===== config.mk =====
export PLATFORM = sky130hd
export DESIGN_NAME = jala_sequencer
export DESIGN_NICKNAME = d
export VERILOG_FILES = /design/src/rtl/jala_sequencer.sv
export SDC_FILE = /design/constraint.sdc
export NUM_CORES = 1
export LEC_CHECK = 0
export BUFFER_PORTS_ARGS = -buffer_cell sky130_fd_sc_hd__buf_4
export CAP_MARGIN = 20
export CORE_ASPECT_RATIO = 0.6
export CORE_MARGIN = 8
export CORE_UTILIZATION = 49
export DETAILED_ROUTE_END_ITERATION = 8
export PLACE_DENSITY = 0.8
export SLEW_MARGIN = 0
export SYNTH_ARGS = -nofsm -noshare
export SYNTH_HDL_FRONTEND = slang
export SYNTH_SLANG_ARGS = --single-unit

===== constraint.sdc =====
create_clock -name clk -period 2.6 [get_ports clk]
set_clock_uncertainty 0.05 [all_clocks]
set_input_delay 0.52 -clock clk [delete_from_list [all_inputs] [get_ports clk]]
set_output_delay 0.52 -clock clk [all_outputs]
set_load 0.02 [all_outputs]

===== src/rtl/jala_sequencer.sv =====
// jala_sequencer: multi-cycle control FSM for the Jala core.
// Fetches each instruction over a req/ack handshake, latches it in the IR,
// steps DECODE/EXECUTE/WRITEBACK, strobes the register-file write enable and
// advances the PC.
//
// Optional feature macro: SEQ_ILLEGAL_HALT_EN
//   defined   : unsupported opcodes seen in DECODE send the FSM to HALT
//   undefined : unsupported opcodes retire as NOPs; halted is tied 0
//
// Ports:
//   clk, reset        core clock, synchronous active-high reset
//   imem_req/addr     fetch request and address (addr = pc)
//   imem_ack/rdata    memory accept and fetched word (used in FETCH only)
//   ir                instruction register, feeds the decoder
//   dec_write_en      decoder write enable for the current ir
//   stall             holds the FSM while in EXECUTE
//   rf_write_en       register-file write strobe (WRITEBACK only)
//   pc                address of the instruction in ir
//   retired           retired-instruction counter
//   halted            core halted (illegal-opcode halt build only)
//   state             FSM state code, for debug
module jala_sequencer #(
  parameter logic [31:0] RESET_PC = 32'h0000_0000,
  parameter logic [31:0] PC_STEP  = 32'd4
) (
  input  logic        clk,
  input  logic        reset,
  output logic        imem_req,
  output logic [31:0] imem_addr,
  input  logic        imem_ack,
  input  logic [31:0] imem_rdata,
  output logic [31:0] ir,
  input  logic        dec_write_en,
  input  logic        stall,
  output logic        rf_write_en,
  output logic [31:0] pc,
  output logic [31:0] retired,
  output logic        halted,
  output logic [2:0]  state
);

  typedef enum logic [2:0] {
    StFetch     = 3'd0,
    StDecode    = 3'd1,
    StExecute   = 3'd2,
    StWriteback = 3'd3,
    StHalt      = 3'd4
  } state_e;

  localparam logic [31:0] NopInst = 32'h0000_0013;

  state_e      state_q, state_d;
  logic [31:0] pc_q, pc_d;
  logic [31:0] ir_q, ir_d;
  logic [31:0] retired_q, retired_d;

`ifdef SEQ_ILLEGAL_HALT_EN
  logic op_legal;
  always_comb begin
    op_legal = (ir_q[6:0] == 7'b0110111) || (ir_q[6:0] == 7'b0010011) ||
               (ir_q[6:0] == 7'b0110011);
  end
`endif

  // State register
  always_ff @(posedge clk) begin
    if (reset) begin
      state_q <= StFetch;
    end else begin
      state_q <= state_d;
    end
  end

  // Next-state logic
  always_comb begin
    state_d = state_q;
    case (state_q)
      StFetch:     if (imem_ack) state_d = StDecode;
`ifdef SEQ_ILLEGAL_HALT_EN
      StDecode:    state_d = op_legal ? StExecute : StHalt;
`else
      StDecode:    state_d = StExecute;
`endif
      StExecute:   if (!stall) state_d = StWriteback;
      StWriteback: state_d = StFetch;
`ifdef SEQ_ILLEGAL_HALT_EN
      StHalt:      state_d = StHalt;
`else
      StHalt:      state_d = StFetch;
`endif
      // Unused codes 5-7 recover to FETCH without touching pc/retired
      default:     state_d = StFetch;
    endcase
  end

  // Datapath next-state: IR loads only on a FETCH handshake, pc/retired only in WRITEBACK
  always_comb begin
    ir_d      = ir_q;
    pc_d      = pc_q;
    retired_d = retired_q;
    if ((state_q == StFetch) && imem_ack) begin
      ir_d = imem_rdata;
    end
    if (state_q == StWriteback) begin
      pc_d      = pc_q + PC_STEP;
      retired_d = retired_q + 32'd1;
    end
  end

  always_ff @(posedge clk) begin
    if (reset) begin
      pc_q      <= RESET_PC;
      ir_q      <= NopInst;
      retired_q <= 32'd0;
    end else begin
      pc_q      <= pc_d;
      ir_q      <= ir_d;
      retired_q <= retired_d;
    end
  end

  // Outputs
  always_comb begin
    imem_req    = (state_q == StFetch);
    imem_addr   = pc_q;
    rf_write_en = (state_q == StWriteback) && dec_write_en;
`ifdef SEQ_ILLEGAL_HALT_EN
    halted      = (state_q == StHalt);
`else
    halted      = 1'b0;
`endif
    ir          = ir_q;
    pc          = pc_q;
    retired     = retired_q;
    state       = state_q;
  end

endmodule

# After elaboration in Yosys (flattened, before gate mapping)
# Index checks and enable logic that the tools add are counted.
# Widths: inputs -> output; s select.
[op_classes]
mux = 3
n_reduce_logical = 4
add_sub_neg = 2
eq_ne = 5
[ops]
columns = ["operator", "n"]
rows = [
  ["$add 32x1->32 const B", 1],
  ["$add 32x3->32 const B", 1],
  ["$pmux 3 s3", 1],
  ["$eq 3x2->1 const B", 2],
  ["$mux 3", 2],
  ["$eq 3x1->1 const B", 1],
  ["$logic_not 3->1", 1],
  ["$logic_and 1x1->1", 2],
  ["$ne 2x1->1 const B", 1],
  ["$ne 2x2->1 const B", 1],
  ["$reduce_and 2->1", 1],
]
[word_totals]
output_inout_bits = 134
reg_bits = 99
elab_cells = 18

# Depth between registers and ports, before layout
# Gate-level depths: netlist (run 1).
[depth]
word_depth = 3
mapped_depth = 7
mapped_depth_nobuf = 5

# Least setup slack after synthesis (run 1)
# Ideal clock, no wire load.
[synth_timing]
path_type = "register -> register"
from = "register state_q[1] (netlist: state[1])"
to = "register retired_q[31] (netlist: retired[31])"
arrival_ps = 1945
period_less_slack_ps = 2116
stages_incl_launch_ff = 7
path_buffers = 1
path_slack_ps = 484
required_time_ps = 2429
setup_ps = 121
path_cell_list = "dfxtp_1 -> ha_1 -> and4_1 -> nand4_2 -> buf_2 -> nor4_1 -> mux2_2"
[synth_via]
elab_chain_len = 1
[synth_lines]
columns = ["item", "line_no", "text"]
rows = [
  ["start: declaration", "52", "state_e state_q, state_d;"],
  ["start signal: assignment", "68", "state_q <= StFetch;"],
  ["start signal: assignment", "70", "state_q <= state_d;"],
  ["$eq 3x2->1", "104", "if (state_q == StWriteback) begin"],
  ["end signal: assignment", "118", "retired_q <= retired_d;"],
  ["end: declaration", "55", "logic [31:0] retired_q, retired_d;"],
]
# No other way between the ends.
# A chain may end at the register's enable or synchronous reset.

# Worst setup path in the final report (run 1)
[layout_timing]
from = "register state_q[1] (netlist: state[1])"
to = "register retired_q[13] (netlist: retired[13])"
# Same word-level chain as after synthesis.

==> results of run 1 <==
## cells in the mapped netlist, drive strengths merged
| master | n | share of area [%] |
|---|---|---|
| o41ai | 3 | 0.57 |
| or3 | 6 | 0.82 |
| dfxtp | 96 | 42 |
| and4 | 15 | 2.9 |
| and2b | 1 | 0.16 |
| inv | 8 | 0.66 |
| ha | 5 | 1.4 |
| a21oi | 60 | 6.6 |
| and3 | 10 | 1.4 |
| nand4 | 17 | 2.5 |
| o21ai | 8 | 0.88 |
| or4 | 20 | 3.4 |
| clkbuf | 23 | 2.1 |
| mux2 | 7 | 1.7 |
| nand4b | 1 | 0.19 |
| nand4bb | 2 | 0.49 |
| buf | 47 | 7.3 |
| nand3b | 3 | 0.49 |
| nor3 | 8 | 0.88 |
| nor4 | 4 | 0.55 |
| and2 | 6 | 0.82 |
| o31ai | 20 | 3.3 |
| a22oi | 1 | 0.16 |
| nor2 | 34 | 2.8 |
| or4b | 1 | 0.22 |
| nand3 | 24 | 2.7 |
| conb | 1 | 0.082 |
| mux2i | 3 | 0.66 |
| xnor2 | 9 | 1.7 |
| nor2b | 6 | 0.82 |
| xor2 | 13 | 2.5 |
| nand2 | 89 | 7.3 |
## through the flow
step                setup slack (ps)  total power [mW]
finish                         457.5             3.608
global route                   294.0             3.782
CTS                            456.5             3.652
floorplan                      484.4             2.106
detailed placement             472.2             2.403
global placement               568.9             2.377
## metal layers
metal / part of all wire (%) / track usage (%) / routed length (um)
met5: 0 / 0 / 0
met4: 0.73 / 4.982 / 95
met3: 13 / 10.77 / 1675
met2: 45 / 31.09 / 5912
met1: 41 / 22.91 / 5371
## layout make-up
class	count	area, um2
fill	776	3256
multi-input combinational	382	2210
sequential	96	1922
timing repair buffer	171	1284
clock buffer	13	260.3
tap	116	145.1
inverter	8	30.03
clock inverter	2	15.01
## worst register-to-register path: cells and delay by family, from the launching register on
kind            cells  cell delay, ps
simple gates        3            1060
flops               1             410
fa+ha+maj           1             220
compound gates      1             140
buf+inv             1             210
## sequential cells by signal, summed over array words and instances, names as in the netlist
signal	flops
state	2
ir	32
retired	32
imem_addr	30
## path summary, 6_finish.rpt
path                 startpoint           to  slack [ps]
hold reg to reg          ir[17]       ir[17]         410
hold / removal    imem_rdata[4]        ir[4]         340
setup reg to reg       state[1]  retired[13]         460
setup / recovery       state[1]  retired[13]         460
## report_power, final
group / total [mW] / switching (mW) / internal (mW)
clock: 1.24 / 0.546 / 0.697
sequential: 1.64 / 0.0671 / 1.57
combinational: 0.729 / 0.444 / 0.285
total: 3.61 / 1.06 / 2.55
## cells by family (layout without fill, tap and decap cells)
kind of cell,after synthesis,in the layout
buffers and inverters,78,194
XOR/XNOR,22,22
multiplexers,10,10
AND/OR/NAND/NOR,247,247
flip-flops,96,96
AO/OA/AOI/OAI,92,92
adder cells (fa/ha/maj),5,5
other,1,6
==> impl_metrics.env, run 1 <==
export IMPL_status="complete, no violations"
export IMPL_gp_congestion=0.8082
export IMPL_rows=27
export IMPL_min_period_over_period_pct=82.40
export IMPL_cts_num_sinks=96
export IMPL_place_area_um2=5590
export IMPL_wl_mm=13.06
export IMPL_syn_to_final_growth_pct=28.23
export IMPL_syn_area_per_cell_um2=8.302
export IMPL_hold_slack_ps=340.8
export IMPL_initial_core_util_pct=50.15
export IMPL_synthesis_area_um2=4574
export IMPL_die_x_um=140.7
export IMPL_max_slew_worst_pin_slew_ps=537.7
export IMPL_dieArea_um2=12780
export IMPL_antenna_found_initial=0
export IMPL_ir_drop_mv=0.4906
export IMPL_hold_path_cell_count=3
export IMPL_critPathLaunchType="flip-flop"
export IMPL_setup_viol=0
export IMPL_syn_inst=551
export IMPL_hold_class="input pin to flip-flop"
export IMPL_muxShareOfSynthArea_pct=2.380
export IMPL_drt_iter0_drc=256
export IMPL_final_common_cell="buf_4"
export IMPL_cap_violations=0
export IMPL_io_pins=171
export IMPL_synth_compound_area_share_pct=11.46
export IMPL_critPathTopFamily="simple AND/OR/NAND/NOR gates"
export IMPL_period_needed_ps=2142
export IMPL_num_vias=4352
export IMPL_finish_instance_area_um2=5866
export IMPL_wl_per_cell_um=16.57
export IMPL_criticalPathCategory="flip-flop to flip-flop"
export IMPL_htreeDepth=3
export IMPL_endpoint_kind="flip-flop"
export IMPL_nNetsFinal=710
export IMPL_grt_total_usage_pct=19.75
export IMPL_synth_top_family_by_area="simple AND/OR/NAND/NOR gates"
export IMPL_synth_warnings=0
export IMPL_power_leakage_nw=2.425
export IMPL_hold_buffers=0
export IMPL_numCtsBuffers=9
export IMPL_layout_cells_non_filler=788
export IMPL_r2r_cells=6
export IMPL_clkSlewWorstSetupHoldPaths_ps=70
export IMPL_powerDensity_nw_per_um2=615.2
export IMPL_finalSetupTns_ps=0
export IMPL_coreArea_um2=9121
export IMPL_crit_arrival_ps=2370
export IMPL_synth_xor_area_share_pct=4.212
export IMPL_post_cts_buffers=0
export IMPL_yosysSeqAreaShare_pct=42.01
export IMPL_rsz0062_at_grt="false"
export IMPL_slowest_delay_ps=500
export IMPL_drive_gt1_share_pct=28.87
export IMPL_cp_depth=6
export IMPL_io_buffer_count=164
export IMPL_fmax_mhz=466.8
export IMPL_maxSlewViolCount=0
export IMPL_grt_pass1_wl_mm=20.98
export IMPL_via_per_inst=5.523
export IMPL_grt_overflow=0
export IMPL_final_util_pct=64.31
export IMPL_slew_headroom_pct=64.16
export IMPL_synth_distinct_cells=42
export IMPL_first_global_vias=4183
export IMPL_drc=0
export IMPL_hold_violations=0
export IMPL_grt_max_degree=39
export IMPL_cts_resized=0
export IMPL_firstDrtPassIters=6
export IMPL_ant_nets=0
export IMPL_dp_cells=773
export IMPL_n_antenna_cell=0
export IMPL_clk_latency_ps=340
export IMPL_die_height_um=90.84
export IMPL_hpwl_mm=9.704
export IMPL_slowest_stage="or4b_1"
export IMPL_final_cell_mix="buf_4, dfxtp_1, nand2_1"
export IMPL_crit_buf_inv=1
export IMPL_cp_max_fo=14
export IMPL_cts_max_path_buffers=2
export IMPL_worstPathRequired_ps=2820
export IMPL_cts_tree="yes"
export IMPL_cts_root_buf="clkbuf_16"
export IMPL_ys_ff_latch=96
export IMPL_synth_fa_ha_area_share_pct=1.368
export IMPL_critical_path_cell_chain="ha_1, buf_4, and4_1, nand3_1, or4b_1, a21oi_1"
export IMPL_synthSimpleGateAreaFrac_pct=28.39
No activity file was read; power rests on OpenSTA's default activity.
==> run 2: changes to the inputs <==
--- a/config.mk
+++ b/config.mk
@@ -5,11 +5,12 @@
 export SDC_FILE = /design/constraint.sdc
 export NUM_CORES = 1
 export LEC_CHECK = 0
+export ABC_AREA = 1
 export BUFFER_PORTS_ARGS = -buffer_cell sky130_fd_sc_hd__buf_4
 export CAP_MARGIN = 20
 export CORE_ASPECT_RATIO = 0.6
 export CORE_MARGIN = 8
-export CORE_UTILIZATION = 49
+export CORE_UTILIZATION = 50
 export DETAILED_ROUTE_END_ITERATION = 8
 export PLACE_DENSITY = 0.8
 export SLEW_MARGIN = 0
==> constraint.sdc (replaced) <==
create_clock -name clk -period 2.1 [get_ports clk]
set_clock_uncertainty 0.05 [all_clocks]
set_input_delay 0.42 -clock clk [delete_from_list [all_inputs] [get_ports clk]]
set_output_delay 0.42 -clock clk [all_outputs]
set_load 0.02 [all_outputs]
==> impl_metrics.env, run 2 <==
export IMPL_synth_distinct_cells=24
export IMPL_post_cts_buffers=0
export IMPL_wl_per_cell_um=14.17
export IMPL_hold_violations=0
export IMPL_grt_total_usage_pct=21.30
export IMPL_synth_enable_flop_cells=0
export IMPL_setup_viol=0
export IMPL_ys_flop_type="dfxtp_1"
export IMPL_synthesis_area_um2=4772
export IMPL_synth_top_family_by_area="simple AND/OR/NAND/NOR gates"
export IMPL_gp_congestion=0.8871
export IMPL_status="complete, no violations"
export IMPL_grt_pass1_wl_mm=23.00
export IMPL_numCtsBuffers=9
export IMPL_drc=0
export IMPL_ys_ff_latch=96
export IMPL_antenna_found_initial=0
export IMPL_synthTopCellsByArea="dfxtp_1, nor2_1, nand2_1, nand3_1, buf_4"
export IMPL_criticalPathCategory="flip-flop to output pin"
export IMPL_crit_path_end="rf_write_en"
export IMPL_first_global_vias=4827
export IMPL_grt_max_degree=50
export IMPL_synth_warnings=0
export IMPL_p_sw_mw=1.586
export IMPL_power_leakage_nw=2.750
export IMPL_wl_mm=14.01
export IMPL_cts_num_sinks=96
export IMPL_die_x_um=142.1
export IMPL_synthSimpleGateAreaFrac_pct=37.57
export IMPL_ant_nets=0
export IMPL_grt_overflow=0
export IMPL_die_height_um=91.68
export IMPL_rows=27
export IMPL_initial_core_util_pct=51.74
export IMPL_nNetsFinal=896
export IMPL_clkSlewWorstSetupHoldPaths_ps=60
export IMPL_synth_xor_area_share_pct=0.5506
export IMPL_crit_arrival_ps=1440
export IMPL_synth_top_cell_area_share_pct=40.27
export IMPL_n_antenna_cell=0
export IMPL_firstDrtPassIters=5
export IMPL_ff_latch_area_um2=1922
export IMPL_p_comb_share_pct=24.6
export IMPL_final_cell_mix="nor2_1, buf_4, nand2_1"
export IMPL_synth_fa_ha_area_share_pct=1.311
export IMPL_multi_input_area_um2=2285
export IMPL_endpoint_kind="output pin"
export IMPL_drt_iter0_drc=345
export IMPL_drive_gt1_share_pct=23.75
export IMPL_fmax_mhz=522.4
export IMPL_cts_root_buf="clkbuf_16"
export IMPL_intPower_mw=3.672
export IMPL_finalSetupTns_ps=0
export IMPL_syn_area_per_cell_um2=6.591
export IMPL_worstReg2RegStart="state[1]"
export IMPL_synth_async_reset_ratio_pct=0
export IMPL_num_fill_cells=798
export IMPL_slew_headroom_pct=33.91
export IMPL_total_power_mw=5.258
export IMPL_swShare_pct=30.17
export IMPL_startpoint="state[1]"
export IMPL_ys_top_cells_by_count="nor2_1, nand2_1, dfxtp_1, inv_1, nand3_1"
export IMPL_cts_tree="yes"
export IMPL_ir_drop_mv=0.5947
export IMPL_io_pins=171
export IMPL_syn_to_final_growth_pct=30.18
export IMPL_syn_inst=724
export IMPL_coreArea_um2=9223
export IMPL_max_slew_worst_pin_slew_ps=990.3
export IMPL_synth_most_common_cell="nor2_1"
export IMPL_clock_power_share_pct=34.3
export IMPL_io_buffer_count=164
export IMPL_cts_max_path_buffers=2
export IMPL_critPathLaunchType="flip-flop"
export IMPL_synth_compound_area_share_pct=7.761
export IMPL_cap_violations=0
export IMPL_r2r_cells=10
export IMPL_maxSlewViolCount=0
export IMPL_yosysTopAreaCell="dfxtp_1"
export IMPL_worstPathRequired_ps=1630
export IMPL_p_seq_share_pct=41.1
export IMPL_clk_latency_ps=330
export IMPL_muxShareOfSynthArea_pct=0
export IMPL_hold_class="input pin to flip-flop"
export IMPL_hpwl_mm=10.35
export IMPL_period_needed_ps=1914
export IMPL_dieArea_um2=13030
export IMPL_yosysSeqAreaShare_pct=40.27
export IMPL_reg2reg_to="retired[26]"
export IMPL_rsz0062_at_grt="false"
export IMPL_final_common_cell="nor2_1"
export IMPL_min_period_over_period_pct=91.16
export IMPL_hold_buffers=0
export IMPL_via_per_inst=5.101
export IMPL_rrSetupSlack_ps=210
export IMPL_htreeDepth=3
export IMPL_num_vias=5045
export IMPL_powerDensity_nw_per_um2=846.4
export IMPL_cp_max_fo=24
==> run 2: how the worst min path moves through the flow <==
| stage | depth (start not counted) | from | end |
|---|---|---|---|
| 2_1_floorplan | 2 | imem_rdata[0] | ir[0] |
| 3_3_place_gp | 2 | ir[4] | ir[4] |
| 4_1_cts | 3 | imem_rdata[0] | ir[0] |
| 5_1_grt | 3 | imem_rdata[0] | ir[0] |
| 3_5_place_dp | 2 | ir[0] | ir[0] |
| 6_report | 3 | imem_rdata[0] | ir[0] |
==> run 2: logic make-up (layout without fill, tap and decap cells) <==
family	count (synthesis)	count (layout)
other cells	1	6
compound gates	74	74
simple gates	425	425
xor+xnor	3	3
fa+ha+maj	5	5
buf+inv	120	250
flops	96	96
==> run 2: per-layer routing <==
metal	vias up	GRT usage, %	part of all wire [%]
met1	2293	25.49	41
met2	229	35.54	46
met3	19	7.501	11
li1	2504	-	-
met4	0	6.044	1.5
met5	-	0	0
==> run 2: repair_timing <==
| action | in CTS | in global routing |
|---|---|---|
| endpoints found under the hold margin | 0 | 0 |
| resized for setup | 0 | 2 |
| endpoints found under the setup margin | 0 | 2 |
==> run 2: layout make-up <==
type	count	share of cell area, %
Sequential cell	96	30.94
Timing Repair Buffer	168	20.30
Multi-Input combinational cell	513	36.78
Tap cell	130	2.618
Clock inverter	2	0.9668
Inverter	66	3.988
Clock buffer	14	4.411
==> run 2: through the flow <==
step / std cells / hold slack, ps / util (%) / cell area [um2] / setup slack (ps)
final: 989 / 233.4 / 67.36 / 6212 / 185.6
after global routing: 989 / 230.3 / 67.36 / 6212 / 21.84
after CTS: 989 / 223.8 / 67.25 / 6202 / 175.6
after detailed placement: 973 / 418.0 / 63.63 / 5868 / 239.9
after global placement: 973 / 406.4 / 63.63 / 5868 / 336.1
after floorplan: 729 / 483.2 / - / 4791 / 328.5
==> run 2: worst max-delay path, cell delays in order (launching register included) <==
cell     delay [ps]
dfxtp_1         390
ha_1            170
buf_4           270
nand2_1          80
inv_1            60
buf_4           130
==> run 2: power by group through the flow <==
stage / registers (mW) / clock network (mW) / logic [mW]
4_1_cts: 2.16 / 1.82 / 1.31
6_report: 2.16 / 1.80 / 1.30
2_1_floorplan: 2.44 / 0 / 0.521
3_5_place_dp: 2.20 / 0 / 1.30
5_1_grt: 2.19 / 1.92 / 1.42
3_3_place_gp: 2.18 / 0 / 1.26
==> run 3: changes to the inputs <==
==> constraint.sdc (replaced) <==
create_clock -name clk -period 2.4 [get_ports clk]
set_clock_uncertainty 0.05 [all_clocks]
set_input_delay 0.48 -clock clk [delete_from_list [all_inputs] [get_ports clk]]
set_output_delay 0.48 -clock clk [all_outputs]
set_load 0.02 [all_outputs]
==> impl_metrics.env, run 3 (synthesis results as in run 2) <==
export IMPL_status="complete, no violations"
export IMPL_first_global_vias=4700
export IMPL_rows=27
export IMPL_drc=0
export IMPL_wl_mm=13.64
export IMPL_hold_violations=0
export IMPL_grt_total_usage_pct=20.62
export IMPL_dr_max_layer_used="met4"
export IMPL_swShare_pct=31.31
export IMPL_crit_arrival_ps=1450
export IMPL_slew_headroom_pct=37.78
export IMPL_wl_per_cell_um=13.79
export IMPL_fmax_mhz=504.2
export IMPL_hpwl_mm=10.53
export IMPL_period_needed_ps=1983
export IMPL_via_per_inst=5.065
export IMPL_die_height_um=91.68
export IMPL_cts_tree="yes"
export IMPL_clk_latency_ps=340
export IMPL_hold_buffers=0
export IMPL_final_cell_mix="nor2_1, buf_4, nand2_1"
export IMPL_cts_max_path_buffers=2
export IMPL_reg2reg_to="retired[31]"
export IMPL_max_slew_worst_pin_slew_ps=932.3
export IMPL_powerDensity_nw_per_um2=719.8
export IMPL_grt_overflow=0
export IMPL_hold_class="input pin to flip-flop"
export IMPL_hold_end="ir[0]"
export IMPL_cts_root_buf="clkbuf_16"
export IMPL_firstDrtPassIters=8
export IMPL_num_vias=5009
export IMPL_antenna_found_initial=0
export IMPL_p_seq_share_pct=42.4
export IMPL_clock_power_share_pct=32.1
export IMPL_post_place_ws_ps=485.2
export IMPL_gp_congestion=0.9068
export IMPL_numCtsBuffers=9
export IMPL_met2_length_mm=6.107
export IMPL_rsz0062_at_grt="false"
export IMPL_final_common_cell="nor2_1"
export IMPL_critPathLaunchType="flip-flop"
export IMPL_cts_num_sinks=96
export IMPL_die_x_um=142.1
export IMPL_worstPathRequired_ps=1870
export IMPL_wl_met3_mm=1.516
export IMPL_drt_iter0_drc=442
export IMPL_drive_gt1_share_pct=23.86
export IMPL_maxSlewViolCount=0
export IMPL_cts_resized=0
export IMPL_ir_drop_mv=0.5689
export IMPL_min_period_over_period_pct=82.64
export IMPL_p_comb_share_pct=25.5
export IMPL_clkSlewWorstSetupHoldPaths_ps=60
export IMPL_holdCritStartpoint="imem_rdata[0]"
export IMPL_hold_path_cell_count=3
export IMPL_io_pins=171
export IMPL_criticalPathCategory="flip-flop to output pin"
export IMPL_cap_violations=0
export IMPL_grt_pass1_wl_mm=22.29
export IMPL_setup_viol=0
export IMPL_r2r_cells=8
export IMPL_post_cts_buffers=0
export IMPL_worst_slack_ps=416.6
export IMPL_power_leakage_nw=2.747
export IMPL_dieArea_um2=13030
export IMPL_finalSetupTns_ps=0
export IMPL_htreeDepth=3
export IMPL_rrSetupSlack_ps=460
export IMPL_p_sw_mw=1.395
export IMPL_coreArea_um2=9223
export IMPL_n_antenna_cell=0
export IMPL_endpoint_kind="output pin"
export IMPL_grt_max_degree=44
export IMPL_io_buffer_count=164
export IMPL_drt_met1_wl_mm=5.769
export IMPL_ant_nets=0
export IMPL_initial_core_util_pct=51.74
export IMPL_intPower_mw=3.061
export IMPL_nNetsFinal=897
export IMPL_final_util_pct=67.13
export IMPL_cp_max_fo=10
export IMPL_worstReg2RegStart="state[1]"
export IMPL_syn_to_final_growth_pct=29.73
-- run 3: changes by cell type in the layout (fill, tap and decap cells not counted), sizes merged --
cell and change:
buf +1, bufinv -2, clkinv +1
-- run 3: cell type report --
class,count,area [um2]
clock buffer,14,294.0
timing repair buffer,169,1281
tap,130,162.7
sequential,96,1922
fill,793,3032
clock inverter,1,8.758
multi-input combinational,513,2275
inverter,66,247.7
-- run 3: per-stage QoR --
stage	area (um2)	hold WS, ps	power, mW	cells
after floorplan	4791	497.2	2.588	729
after global placement	5888	406.7	3.029	974
after detailed placement	5888	418.7	3.070	974
after CTS	6191	286.0	4.494	989
after global routing	6191	308.3	4.692	989
final	6191	293.6	4.456	989
-- run 3: power groups by stage --
| stage | Sequential [mW] | Combinational [mW] | Clock [mW] |
|---|---|---|---|
| floorplan | 2.13 | 0.456 | 0 |
| global placement | 1.91 | 1.12 | 0 |
| detailed placement | 1.92 | 1.15 | 0 |
| CTS | 1.89 | 1.15 | 1.45 |
| global route | 1.91 | 1.25 | 1.53 |
| finish | 1.89 | 1.14 | 1.43 |
-- run 3: critical path: stages, from the launching register on --
cell     delay [ps]
dfxtp_1         380
ha_1            430
nand2_1          90
inv_1            70
buf_4           140
-- run 3: worst max path at each step --
stage	startpoint	to	slack, ps	cells after the start
3_5_place_dp	state[1]	imem_addr[30]	490	8
2_1_floorplan	state[1]	rf_write_en	570	5
6_report	state[1]	rf_write_en	420	4
5_1_grt	state[1]	retired[31]	290	9
4_1_cts	state[1]	rf_write_en	390	4
3_3_place_gp	state[1]	imem_addr[30]	580	8
-- run 3: per-layer routing --
layer  up-vias  global-route usage, %
met5         -                      0
met3        33                  7.553
li1       2507                      -
met1      2243                  25.32
met2       226                  33.00
met4         0                  6.667
